### config.mk
export PLATFORM = sky130hd
export DESIGN_NAME = fp_prenorm_pipe
export DESIGN_NICKNAME = d
export VERILOG_FILES = /design/src/rtl/fp_prenorm_pipe.sv
export SDC_FILE = /design/constraint.sdc
export NUM_CORES = 1
export LEC_CHECK = 0
export BUFFER_PORTS_ARGS = -buffer_cell sky130_fd_sc_hd__buf_2
export CORE_AREA = 2 2 188 116
export CTS_CLUSTER_SIZE = 30
export DETAILED_ROUTE_END_ITERATION = 6
export DIE_AREA = 0 0 190 118
export PLACE_DENSITY_LB_ADDON = 0.12
export SLEW_MARGIN = 20
export SYNTH_ARGS = -nofsm -noshare
export SYNTH_HDL_FRONTEND = slang
export SYNTH_SLANG_ARGS = --single-unit
### constraint.sdc
create_clock -name clk -period 11.1 [get_ports clk]
set_input_delay 2.22 -clock clk [delete_from_list [all_inputs] [get_ports clk]]
set_output_delay 2.22 -clock clk [all_outputs]
set_load 0.02 [all_outputs]
### src/rtl/fp_prenorm_pipe.sv
// Two-stage pre-normaliser for the FP add/sub datapath: stage 1 orders the operands by
// magnitude, stage 2 aligns the smaller significand with exact guard/round/sticky bits.
module fp_prenorm_pipe #(
   parameter int EXP_W = 8,
   parameter int MAN_W = 23
) (
   input  logic             clk,
   input  logic             rst,
   input  logic             in_valid,
   output logic             in_ready,
   input  logic             op_sub,
   input  logic             sign_A,
   input  logic [EXP_W-1:0] exp_A,
   input  logic [MAN_W-1:0] mant_A,
   input  logic             sign_B,
   input  logic [EXP_W-1:0] exp_B,
   input  logic [MAN_W-1:0] mant_B,
   output logic             out_valid,
   input  logic             out_ready,
   output logic             sign_L,
   output logic [MAN_W:0]   mant_L,
   output logic [MAN_W:0]   mant_S,
   output logic [EXP_W-1:0] exp,
   output logic [2:0]       GRS,
   output logic             shift_flag,
   output logic             swap,
   output logic             eff_sub,
   output logic             special
);

   localparam int          EXT_W = MAN_W + 4;
   localparam int          SH_W  = $clog2(EXT_W);
   localparam logic [31:0] SAT   = 32'(MAN_W + 3);

   logic en1, en2, v1;

   assign en2      = !out_valid || out_ready;
   assign en1      = !v1 || en2;
   assign in_ready = en1 && !rst;

   // Stage 1: unpack and magnitude compare
   logic             hid_a, hid_b, swap_c, eff_sign_b;
   logic [EXP_W-1:0] eexp_a, eexp_b, eexp_l, eexp_s;

   assign hid_a      = |exp_A;
   assign hid_b      = |exp_B;
   assign eexp_a     = hid_a ? exp_A : EXP_W'(1);
   assign eexp_b     = hid_b ? exp_B : EXP_W'(1);
   assign eff_sign_b = sign_B ^ op_sub;
   assign swap_c     = {eexp_b, hid_b, mant_B} > {eexp_a, hid_a, mant_A};
   assign eexp_l     = swap_c ? eexp_b : eexp_a;
   assign eexp_s     = swap_c ? eexp_a : eexp_b;

   logic             s1_sign, s1_hid_l, s1_hid_s, s1_swap, s1_eff_sub, s1_special;
   logic [EXP_W-1:0] s1_exp, s1_diff;
   logic [MAN_W-1:0] s1_mant_l, s1_mant_s;

   // NOTE: sequential state uses non-blocking assignments so every register samples pre-edge values.
   always_ff @(posedge clk or posedge rst) begin
      if (rst) begin
         v1         <= 1'b0;
         s1_sign    <= 1'b0;
         s1_hid_l   <= 1'b0;
         s1_hid_s   <= 1'b0;
         s1_swap    <= 1'b0;
         s1_eff_sub <= 1'b0;
         s1_special <= 1'b0;
         s1_exp     <= '0;
         s1_diff    <= '0;
         s1_mant_l  <= '0;
         s1_mant_s  <= '0;
      end else if (en1) begin
         v1 <= in_valid;
         if (in_valid) begin
            s1_sign    <= swap_c ? eff_sign_b : sign_A;
            s1_hid_l   <= swap_c ? hid_b : hid_a;
            s1_hid_s   <= swap_c ? hid_a : hid_b;
            s1_mant_l  <= swap_c ? mant_B : mant_A;
            s1_mant_s  <= swap_c ? mant_A : mant_B;
            s1_exp     <= eexp_l;
            s1_diff    <= eexp_l - eexp_s;
            s1_swap    <= swap_c;
            s1_eff_sub <= sign_A ^ sign_B ^ op_sub;
            s1_special <= (&exp_A) | (&exp_B);
         end
      end
   end

   // Stage 2: saturating alignment shift; sticky also collects bits pushed past R
   logic [SH_W-1:0]  sh;
   logic [EXT_W-1:0] ext, shifted, lost;
   logic [2:0]       grs_c;

   // NOTE: every always_comb output gets a value on every path, so no latch can be inferred.
   always_comb begin
      sh      = (32'(s1_diff) > SAT) ? SH_W'(SAT) : SH_W'(s1_diff);
      ext     = {s1_hid_s, s1_mant_s, 3'b000};
      shifted = ext >> sh;
      lost    = ext & ~({EXT_W{1'b1}} << sh);
      grs_c   = {shifted[2], shifted[1], shifted[0] | (|lost)};
   end

   always_ff @(posedge clk or posedge rst) begin
      if (rst) begin
         out_valid  <= 1'b0;
         sign_L     <= 1'b0;
         mant_L     <= '0;
         mant_S     <= '0;
         exp        <= '0;
         GRS        <= '0;
         shift_flag <= 1'b0;
         swap       <= 1'b0;
         eff_sub    <= 1'b0;
         special    <= 1'b0;
      end else if (en2) begin
         out_valid <= v1;
         if (v1) begin
            sign_L     <= s1_sign;
            mant_L     <= {s1_hid_l, s1_mant_l};
            mant_S     <= shifted[EXT_W-1:3];
            exp        <= s1_exp;
            GRS        <= grs_c;
            shift_flag <= |s1_diff;
            swap       <= s1_swap;
            eff_sub    <= s1_eff_sub;
            special    <= s1_special;
         end
      end
   end

endmodule
# Word-level counts from Yosys, hierarchy flattened
# Index checks and enable logic that the tools add are counted.
# totals
register_bits	134
word_cells	57
# classes
n_addsub	1
magnitude_cmp	2
shift	2
n_mux	10
bitwise	7
reduce_logical	14
# ops
cell	n
$mux 23	2
$gt 32x32->1	1
$mux 8	4
$and 27x27->27	1
$not 27->27	1
$reduce_or 27->1	1
$shl 27x5->27 const A	1
$shr 27x5->27	1
$reduce_or 8->1	3
$reduce_and 8->1	2
$gt 8x5->1 const B	1
$sub 8x8->8	1
$mux 5	1
$reduce_and 2->1	2
$logic_not 1->1	3
$mux 1	3
$xor 1x1->1	3
$logic_or 1x1->1	2
$or 1x1->1	2
$logic_and 1x1->1	1

# Longest topological paths before layout
# Gate-level depths: netlist of run 1.
# logic_depth
word_depth	7
mapped_depth	16
mapped_depth_nobuf	14

# Worst setup path after synthesis of run 1
# No wires, ideal clock.
# synth_timing
kind	input -> register
from	input port exp_A[1]
to	register s1_diff[4]
setup_time_ns	0.069
arrival_ns	5.374
path_slack_ns	5.657
cell_stages	13
path_buffers	1
path_cell_list	or4_1 nor2_1 nor2_1 ha_1 and2_1 nand4_1 or2_2 a31o_1 buf_6 mux2i_1 a311o_1 or4_1 nand3_1
# synth_between
elab_chain_cells	5
# synth_lines
element	line	text
start, declared	13	input logic [EXP_W-1:0] exp_A,
$reduce_or 8->1	45	assign hid_a = |exp_A;
$mux 8	47	assign eexp_a = hid_a ? exp_A : EXP_W'(1);
$gt 32x32->1	50	assign swap_c = {eexp_b, hid_b, mant_B} > {eexp_a, hid_a, mant_A};
$mux 8, on equally long branches	51, 52	
$sub 8x8->8 *	81	s1_diff <= eexp_l - eexp_s;
end signal, assigned	81	
end, declared	55	logic [EXP_W-1:0] s1_exp, s1_diff;
# Mark *: on every way between the ends. The rest lies on a longest branch, timed or not.
# A chain may end at the register's enable or synchronous reset.

# Worst setup path after layout of run 1
# layout_timing
from	input port exp_A[1]
to	register s1_diff[7]
# The elaborated chain is that of the path after synthesis.

==> impl_metrics.tcl, run 1 <==
set metrics [dict create \
    run_status "completed" \
    hold_path.startpoint "s1_mant_l[20]" \
    grt_setup_unrepaired "false" \
    core.rowCount 41 \
    die_w_um 190 \
    first_pass_grt_wire_length_um 40100 \
    antenna_found_initial 1 \
    detail_route.vias_per_cell 5.33 \
    timing.max_slew.rel_slack_pct 40.9 \
    synth_top_area_share_pct 41.0 \
    cp-start-kind "input pin" \
    post_cts_buffers 0 \
    core_region_area_um2 20700 \
    drt_wl_total_um 24900 \
    syn-num-nets 1137 \
    leakagePower_uw 0.00488 \
    fillers 2113 \
    clockRootBuffer "sky130_fd_sc_hd__clkbuf_16" \
    path_class "input pin to register" \
    gp_congestion 0.915 \
    synth-seq-area-share_pct 41.0 \
    ys_ff_latch 134 \
    detailedRoute.firstIterationViolations 632 \
    timing.critical_path.required_ns 11.44 \
    clk_latency_ns 0.44 \
    synth-edff-count 0 \
    synthFlopType "sky130_fd_sc_hd__dfrtp_1" \
    final_period_minus_worst_setup_slack_ns 6.05 \
    synthDominantAreaCellType "sky130_fd_sc_hd__dfrtp_1" \
    cp_data_arrival_time_ns 6.39 \
    least_margin_pin_slew_ns 0.887 \
    drt_pass1_iterations 5 \
    die_area_um2 22400 \
    timing.max_cap.violations 0 \
    regToRegStartpoint "s1_diff[3]" \
    grt_overflow_total 0 \
    worst-path-max-fanout 60 \
    post_synth_main_area_contributors "sky130_fd_sc_hd__dfrtp_1, sky130_fd_sc_hd__nand2_1, sky130_fd_sc_hd__mux2i_1" \
    synth_area_um2 8180 \
    globalRouteTotalUtil_pct 22.9 \
    ioPinCount 135 \
    tritoncts "yes" \
    holdCritPathClass "register to register" \
    syn_avg_cell_area_um2 7.88 \
    number_of_port_buffers 134 \
    portion_of_the_clock_cycle_consumed_by_the_worst_path_in_the_final_layout_pct 54.5 \
    cts_htree_levels 4 \
    fin_skew_ns 0.00823 \
    netlist_instances 1037 \
    report.final.setup_viol 0 \
    area_delta_synth_final_pct 17.9 \
    clock_pin_transition_on_the_worst_setup_and_hold_timing_paths_ns 0.06 \
    start_util_pct 39.5 \
    worstSetupEndpointType "register" \
    max-vdd-ir-drop_v 0.000126 \
    cts_sinks 134 \
    timing.hold.ws_ns 0.463 \
    final_nets 1229 \
    drc 0 \
    tritoncts.num_buffers 17 \
    drv_slew 0 \
    timing.final.hold_violations 0 \
    cts-root-to-sink-buffers 2 \
    worstSetupStartpoint "exp_A[1]" \
    final_layout_size_suffix_gt1_share_pct 16.5 \
    synthesis_warning_total 0 \
    detailed_route_via_count 7581 \
    postCtsResizedCells 0 \
    final.setup.tns_ns 0 \
    number_of_global_route_vias_before_repair 7101 \
    wl_cell_um 17.5 \
    power_per_cell_area_nw_per_um2 190 \
    postSynth.asyncResetShare_pct 100 \
    ant_diodes 0 \
    synthDistinctLibCells 62 \
    cts_hold_buf 0 \
    pin_count_of_the_biggest_net_entering_global_routing 98 \
    antenna_violating_nets_post_route 0 \
    die_span_in_y_um 118 \
    hpwl_um 17900 \
    achievable-frequency_mhz 165 \
]
power by group:
group          total, uW  internal [uW]  switching [uW]
combinational        573            197             376
sequential           667            580            87.0
clock                590            360             230
total               1830           1140             693
layer usage:
| layer | GRT usage, % | up-vias | wire (um) |
|---|---|---|---|
| li1 | - | 3779 | - |
| met1 | 38.5 | 3541 | 14000 |
| met2 | 28.4 | 240 | 9040 |
| met3 | 4.65 | 19 | 1590 |
| met4 | 5.96 | 2 | 261 |
| met5 | 0 | - | 7 |
metrics by stage:
stage	cells	utilization [%]	setup WS (ns)	total power [uW]	instance area, um2
after global routing	1421	46.6	4.85	1940	9640
after detailed placement	1389	43.6	4.61	1240	9020
final	1421	46.6	5.05	1830	9640
after global placement	1389	43.6	4.70	1240	9020
after floorplan	1037	-	5.30	1050	8180
after CTS	1421	46.6	5.07	1840	9640
sequential cells by signal, summed over array words and instances, names as in the netlist, 3 cells and up:
register and flops:
mant_L 24, mant_S 24, s1_mant_l 23, s1_mant_s 23
exp 8, s1_diff 8, s1_exp 8, GRS 3
synth_stat cells, types with 4 or more instances:
cell type	instances
sky130_fd_sc_hd__o21a_1	5
sky130_fd_sc_hd__inv_1	33
sky130_fd_sc_hd__nor2b_1	6
sky130_fd_sc_hd__nor4_1	8
sky130_fd_sc_hd__nand2_1	261
sky130_fd_sc_hd__nand4_1	15
sky130_fd_sc_hd__ha_1	31
sky130_fd_sc_hd__xnor2_1	5
sky130_fd_sc_hd__or3_1	4
sky130_fd_sc_hd__a221o_1	4
sky130_fd_sc_hd__a21oi_1	98
sky130_fd_sc_hd__nand3_1	17
sky130_fd_sc_hd__a31oi_1	9
sky130_fd_sc_hd__o21ai_0	87
sky130_fd_sc_hd__a22oi_1	5
sky130_fd_sc_hd__clkbuf_1	53
sky130_fd_sc_hd__dfrtp_1	134
sky130_fd_sc_hd__and3_1	6
sky130_fd_sc_hd__nor2_1	94
sky130_fd_sc_hd__mux2i_1	51
sky130_fd_sc_hd__a211oi_1	8
sky130_fd_sc_hd__nand2b_1	9
sky130_fd_sc_hd__buf_2	6
sky130_fd_sc_hd__and2_1	7
sky130_fd_sc_hd__buf_1	11
sky130_fd_sc_hd__nor3_1	10
cell type report:
| type | count | area [um2] | area share (%) |
|---|---|---|---|
| Inverter | 33 | 129 | 1.34 |
| Tap cell | 279 | 349 | 3.62 |
| Clock inverter | 14 | 178 | 1.84 |
| Clock buffer | 18 | 439 | 4.56 |
| Multi-Input combinational cell | 799 | 4440 | 46.1 |
| Sequential cell | 134 | 3350 | 34.8 |
| Timing Repair Buffer | 144 | 746 | 7.74 |
final timing paths:
| path | cells past startpoint | to | slack [ns] |
|---|---|---|---|
| setup / recovery | 14 | s1_diff[7] | 5.05 |
| hold / removal | 2 | mant_L[20] | 0.46 |
| setup reg to reg | 9 | GRS[2] | 7.88 |
| hold reg to reg | 2 | mant_L[20] | 0.46 |
| max in group asynchronous | 3 | mant_L[12] | 7.87 |
| min in group asynchronous | 2 | mant_L[3] | 1.89 |
cell usage in the layout (no fill, tap or decap), drive strengths merged, types with 3 or more instances in the layout:
master	count
o21ai	88
inv	34
nor2b	6
dfrtp	134
o22ai	3
and4	3
clkbuf	18
o21a	5
nand2	261
o31ai	3
and2	9
nand2b	9
a211oi	8
a21o	3
a31oi	9
nor3	11
or3	4
xnor2	5
a2111oi	3
mux2	3
clkinvlp	4
nor2	94
bufinv	3
a22o	3
nor4	8
buf	144
nand3	17
nand4	15
ha	31
clkinv	6
and3	6
a22oi	5
mux2i	51
a21oi	98
a221o	4
cells by family after synthesis:
logic type	synth area share (%)
and+or+nand+nor	23.4
buffers and inverters	4.96
adders and majority gates	4.74
DFF	41.0
xor gates and xnor gates	0.643
muxes	6.66
AOI/OAI and AO/OA	18.6
critical path, cell delays in order:
cell and delay (ns):
sky130_fd_sc_hd__buf_2 0.14, sky130_fd_sc_hd__or4_1 0.53, sky130_fd_sc_hd__nor2_1 0.22, sky130_fd_sc_hd__nor2_1 0.12, sky130_fd_sc_hd__ha_1 0.30, sky130_fd_sc_hd__and2_1 0.12, sky130_fd_sc_hd__nand4_1 0.20, sky130_fd_sc_hd__or2_2 0.42
sky130_fd_sc_hd__a31oi_4 0.31, sky130_fd_sc_hd__buf_4 0.57, sky130_fd_sc_hd__mux2_2 0.45, sky130_fd_sc_hd__a2111o_1 0.39, sky130_fd_sc_hd__o21a_1 0.18, sky130_fd_sc_hd__o31ai_1 0.19
Power figures use the tool's default switching activity.
==> run 2, diff against run 1 <==
clock period = 5.8 ns   (was 11.1 ns; I/O delays follow)
==> run 2 against run 1 <==
Sequential cell count is the same. Sequential power grew 90%. Hold slack lost 0.00087 ns. Clock power grew 100%. Sequential share of layout area shrank 0.12 points. First-iteration DRC count shrank 1.7%. Utilization grew 0.16 points. Combinational power grew 90%. Count of clock-buffer cells in the layout grew 2. Critical path depth grew 1. Clock skew grew 0.00085 ns.
==> impl_metrics.tcl, run 2 (synthesis results as in run 1) <==
set metrics [dict create \
    timing.final.hold_violations 0 \
    area_delta_synth_final_pct 18.3 \
    crit_slowest_cell "sky130_fd_sc_hd__or4_1" \
    critical_path.max_stage_delay_ns 0.52 \
    hold_path_depth 2 \
    leakagePower_uw 0.00491 \
    finalNonFillerCells 1422 \
    pre_cts_slack_ns 1.02 \
    max-vdd-ir-drop_v 0.000234 \
    cp-start-kind "input pin" \
    timing.max_cap.violations 0 \
    gp_congestion 0.887 \
    number_of_global_route_vias_before_repair 6998 \
    cp_data_arrival_time_ns 4.71 \
    tritoncts.num_buffers 17 \
    seq_power_share_pct 35.9 \
    detail_route.vias_per_cell 5.31 \
    core.rowCount 41 \
    area_after_dpl_um2 9030 \
    drc 0 \
    detailedRoute.firstIterationViolations 621 \
    hpwl_um 17700 \
    drt_pass1_iterations 7 \
    combinationalPowerShare_pct 30.9 \
    fin_skew_ns 0.00908 \
    timing.critical_path.max_delay_family "simple AND/OR/NAND/NOR gates" \
    run_status "completed" \
    final_period_minus_worst_setup_slack_ns 4.38 \
    final.setup.tns_ns 0 \
    crit_path_cell_trace "buf_2, or4_1, nor2_1, nor2_1, ha_1, nand2b_1, a211oi_1, nor3b_1, nor2_1, a31o_2, buf_4, a21oi_1, a2111o_1, o21a_1, o31ai_1" \
    die_area_um2 22400 \
    grt_overflow_total 0 \
    final_nets 1230 \
    antenna_violating_nets_post_route 0 \
    clk_latency_ns 0.43 \
    clock_pin_transition_on_the_worst_setup_and_hold_timing_paths_ns 0.06 \
    die_w_um 190 \
    antenna_found_initial 1 \
    switching_share_pct 36.8 \
    holdCritPathClass "register to register" \
    grt_setup_unrepaired "false" \
    worst-path-max-fanout 59 \
    net_switching_power_uw 1310 \
    cts_hold_buf 0 \
    achievable-frequency_mhz 228 \
    power_per_cell_area_nw_per_um2 367 \
    drv_slew 0 \
    report.final.setup_viol 0 \
    core_region_area_um2 20700 \
    clockRootBuffer "sky130_fd_sc_hd__clkbuf_16" \
    top_regs "mant_L: 24 flops, mant_S: 24 flops" \
    tritoncts "yes" \
    crit_cells 15 \
    portion_of_the_clock_cycle_consumed_by_the_worst_path_in_the_final_layout_pct 75.5 \
    least_margin_pin_slew_ns 0.856 \
    ioPinCount 135 \
    detailed_route_via_count 7556 \
    die_span_in_y_um 118 \
    most-common-layout-cells "sky130_fd_sc_hd__nand2_1, sky130_fd_sc_hd__dfrtp_1, sky130_fd_sc_hd__buf_2" \
    path_common_cell "sky130_fd_sc_hd__nor2_1" \
    drt_wl_total_um 24600 \
    cts-root-to-sink-buffers 2 \
    timing.critical_path.required_ns 6.13 \
    worstSetupEndpointType "register" \
    timing.max_slew.rel_slack_pct 42.9 \
    total_internal_power_uw 2240 \
    post_cts_buffers 0 \
    start_util_pct 39.5 \
    postLayoutSetupSlackWorst_ns 1.42 \
    ant_diodes 0 \
    reg2reg_depth 9 \
    final_layout_size_suffix_gt1_share_pct 16.6 \
    dp.cells 1390 \
    number_of_port_buffers 134 \
    cts_htree_levels 4 \
    wl_cell_um 17.3 \
    critical_path_buf_inv_count 2 \
    path_class "input pin to register" \
    leading_cell_type_in_the_layout_fill_and_taps_excluded "sky130_fd_sc_hd__nand2_1" \
    first_pass_grt_wire_length_um 39700 \
    globalRouteTotalUtil_pct 22.6 \
    share_clk_of_total_power_pct 33.2 \
    layout.cell_area.non_filler_um2 9670 \
    cts_sinks 134 \
    pin_count_of_the_biggest_net_entering_global_routing 95 \
    postCtsResizedCells 0 \
]
[run 2: cell types whose count changed in the layout (fill, tap and decap cells not counted)]
cell,before,now
sky130_fd_sc_hd__clkinv_4,5,2
sky130_fd_sc_hd__clkbuf_8,1,3
sky130_fd_sc_hd__clkinv_2,1,3
sky130_fd_sc_hd__buf_4,10,11
sky130_fd_sc_hd__bufinv_16,3,4
sky130_fd_sc_hd__clkinvlp_4,4,3
sky130_fd_sc_hd__inv_6,2,1
[run 2: final timing paths]
path / slack [ns] / endpoint / start
max in group asynchronous: 3.78 / s1_mant_s[10] / rst
setup reg to reg: 2.62 / GRS[2] / s1_diff[3]
min in group asynchronous: 0.94 / s1_mant_s[2] / rst
setup / recovery: 1.42 / s1_diff[7] / exp_A[1]
hold reg to reg: 0.46 / mant_L[7] / s1_mant_l[7]
hold / removal: 0.46 / mant_L[7] / s1_mant_l[7]
[run 2: layout make-up]
type	count	area [um2]
sequential	134	3350
timing repair buffer	145	753
fill	2114	11000
tap	279	349
clock inverter	12	175
inverter	33	129
multi-input combinational	799	4440
clock buffer	20	467
[run 2: worst reg2reg max path: cells and delay by family (launching register included)]
family	cells	cell delay [ns]
AO/OA/AOI/OAI	2	0.92
multiplexers	2	0.49
flip-flops	1	0.82
buffers and inverters	1	0.35
AND/OR/NAND/NOR	4	0.46
[run 2: power groups by stage]
stage / combinational [uW] / clock [uW] / sequential, uW
detailed placement: 1090 / 0 / 1290
finish: 1090 / 1180 / 1270
CTS: 1090 / 1200 / 1270
floorplan: 675 / 0 / 1330
global route: 1220 / 1240 / 1300
global placement: 1090 / 0 / 1280
[run 2: metrics by stage]
| step | utilization (%) | total power, uW | hold slack (ns) |
|---|---|---|---|
| finish | 46.8 | 3540 | 0.463 |
| global route | 46.8 | 3760 | 0.488 |
| CTS | 46.8 | 3560 | 0.469 |
| detailed placement | 43.7 | 2370 | 0.454 |
| global placement | 43.7 | 2370 | 0.451 |
| floorplan | - | 2000 | 0.439 |
[run 2: routing by layer]
layer	GRT usage (%)	wire length (um)
met5	0	7
met4	4.65	196
met3	4.80	1540
met2	27.7	8870
met1	38.4	13900
==> run 3, diff against run 2 <==
clock period = 4.2 ns   (was 5.8 ns; I/O delays follow)
==> run 3 against run 2 <==
Non-clock buffer count up 18. First-iteration DRC count grew 11%. Hold slack worse by 0.0030 ns. Sequential share of layout area shrank 0.66 points. Utilization is 0.91 points higher. Die area is the same. Combinational power grew 42%. Global-route usage is 0.60 points higher. Power up 42%. Via count is 1.3% higher. Critical endpoint unchanged. Largest cell class unchanged.
==> impl_metrics.tcl, run 3 (synthesis results as in run 1) <==
set metrics [dict create \
    timing.max_cap.violations 0 \
    hold_path.startpoint "s1_mant_l[8]" \
    leakagePower_uw 0.00501 \
    antenna_found_initial 1 \
    worstSetupEndpointType "register" \
    clk_latency_ns 0.44 \
    multi_input_comb_area_um2 4440 \
    worstSetupStartpoint "exp_A[1]" \
    final_layout_size_suffix_gt1_share_pct 17.7 \
    worst-path-max-fanout 5 \
    clockRootBuffer "sky130_fd_sc_hd__clkbuf_16" \
    final-seq-area_um2 3350 \
    cp-start-kind "input pin" \
    leading_cell_type_in_the_layout_fill_and_taps_excluded "sky130_fd_sc_hd__nand2_1" \
    run_status "completed" \
    drt_wl_total_um 24800 \
    die_area_um2 22400 \
    core.rowCount 41 \
    cts_htree_levels 4 \
    layout.cell_area.non_filler_um2 9860 \
    clock_pin_transition_on_the_worst_setup_and_hold_timing_paths_ns 0.06 \
    max-vdd-ir-drop_v 0.000320 \
    portion_of_the_clock_cycle_consumed_by_the_worst_path_in_the_final_layout_pct 90.4 \
    globalRouteTotalUtil_pct 23.2 \
    antenna_violating_nets_post_route 0 \
    detailedRoute.firstIterationViolations 692 \
    least_margin_pin_slew_ns 0.942 \
    ioPinCount 135 \
    final_nets 1248 \
    drc 0 \
    achievable-frequency_mhz 263 \
    timing.critical_path.required_ns 4.53 \
    top_regs "mant_L: 24 flops, mant_S: 24 flops" \
    number_of_port_buffers 134 \
    power_per_cell_area_nw_per_um2 510 \
    worst-r2r-setup-slack_ns 1.14 \
    pin_count_of_the_biggest_net_entering_global_routing 101 \
    area_delta_synth_final_pct 20.6 \
    cts-root-to-sink-buffers 2 \
    path_class "input pin to register" \
    detail_route.vias_per_cell 5.32 \
    die_w_um 190 \
    holdCritPathClass "register to register" \
    timing.final.hold_violations 0 \
    hold_path_depth 2 \
    postCtsResizedCells 0 \
    post_cts_buffers 0 \
    final_period_minus_worst_setup_slack_ns 3.80 \
    detailed_route_via_count 7658 \
    number_of_global_route_vias_before_repair 7210 \
    hpwl_um 18200 \
    start_util_pct 39.5 \
    gp_congestion 0.927 \
    wl_cell_um 17.2 \
    r2r-end "GRS[1]" \
    cts_sinks 134 \
    regToRegStartpoint "s1_diff[2]" \
    area_after_dpl_um2 9190 \
    cp_data_arrival_time_ns 4.13 \
    drt_pass1_iterations 5 \
    grt_setup_unrepaired "false" \
    cts_hold_buf 0 \
    core_region_area_um2 20700 \
    ant_diodes 0 \
    timing.max_slew.rel_slack_pct 37.2 \
    fillers 2065 \
    fin_skew_ns 0.00821 \
    reg2reg_depth 10 \
    tritoncts "yes" \
    report.final.setup_viol 0 \
    grt_overflow_total 0 \
    drv_slew 0 \
    first_pass_grt_wire_length_um 40600 \
    most-common-layout-cells "sky130_fd_sc_hd__nand2_1, sky130_fd_sc_hd__dfrtp_1, sky130_fd_sc_hd__buf_2" \
    critical_path_capture_point "s1_diff[7]" \
    die_span_in_y_um 118 \
    tritoncts.num_buffers 17 \
    timing.hold.ws_ns 0.460 \
]
run 3: cell types whose count changed in the layout (fill, tap and decap cells not counted):
| cell | before | now |
|---|---|---|
| sky130_fd_sc_hd__buf_4 | 11 | 27 |
| sky130_fd_sc_hd__buf_12 | 0 | 2 |
| sky130_fd_sc_hd__bufinv_16 | 4 | 6 |
| sky130_fd_sc_hd__clkbuf_1 | 0 | 2 |
| sky130_fd_sc_hd__clkbuf_8 | 3 | 1 |
| sky130_fd_sc_hd__clkinv_2 | 3 | 1 |
| sky130_fd_sc_hd__clkinvlp_4 | 3 | 4 |
| sky130_fd_sc_hd__inv_6 | 1 | 0 |
run 3: how the worst min path moves through the flow:
stage                     slack, ns         end
final                          0.46   mant_L[8]
after global routing           0.49   mant_L[8]
after CTS                      0.47   mant_L[8]
after detailed placement       0.45  mant_L[13]
after global placement         0.45  mant_L[20]
after floorplan                0.44     eff_sub
run 3: critical path, stage by stage:
cell	delay (ns)
sky130_fd_sc_hd__buf_2	0.10
sky130_fd_sc_hd__or4_1	0.52
sky130_fd_sc_hd__nor2_1	0.14
sky130_fd_sc_hd__nor2_1	0.10
sky130_fd_sc_hd__ha_1	0.31
sky130_fd_sc_hd__and2_1	0.12
sky130_fd_sc_hd__nand4_1	0.17
sky130_fd_sc_hd__or2_2	0.40
sky130_fd_sc_hd__a31oi_4	0.25
sky130_fd_sc_hd__mux2_2	0.41
sky130_fd_sc_hd__a2111o_1	0.39
sky130_fd_sc_hd__o21a_1	0.18
sky130_fd_sc_hd__o31ai_1	0.18
run 3: final cells by class:
class                   count  share of cell area, %
clock inverters            12                   2.28
flip-flops and latches    134                   34.0
clock buffers              20                   4.53
inverters                  33                   1.29
well taps                 279                   3.54
multi-input cells         799                   45.1
repair buffers            163                   9.27
run 3: per-stage QoR:
stage                     setup WS (ns)  setup TNS [ns]  utilization (%)  total power, uW  cells
final                             0.402               0             47.7             5020   1440
after global routing              0.183               0             47.7             5330   1440
after CTS                         0.423               0             47.7             5050   1440
after detailed placement        -0.0269         -0.0546             44.4             3310   1408
after global placement           0.0253               0             44.4             3300   1408
after floorplan                   0.137               0                -             2770   1037
run 3: layer usage:
layer | GRT usage [%] | vias up | wire length, um | part of all wire, %
li1 | - | 3806 | - | -
met1 | 38.6 | 3562 | 13600 | 55
met2 | 28.4 | 270 | 9020 | 36
met3 | 5.25 | 18 | 1940 | 7.8
met4 | 6.40 | 2 | 245 | 0.99
met5 | 0 | - | 7 | 0.028
run 3: where the power goes:
part | total [uW] | switching, uW | internal, uW
registers | 1750 | 218 | 1530
clock network | 1730 | 596 | 1130
logic | 1550 | 1000 | 546
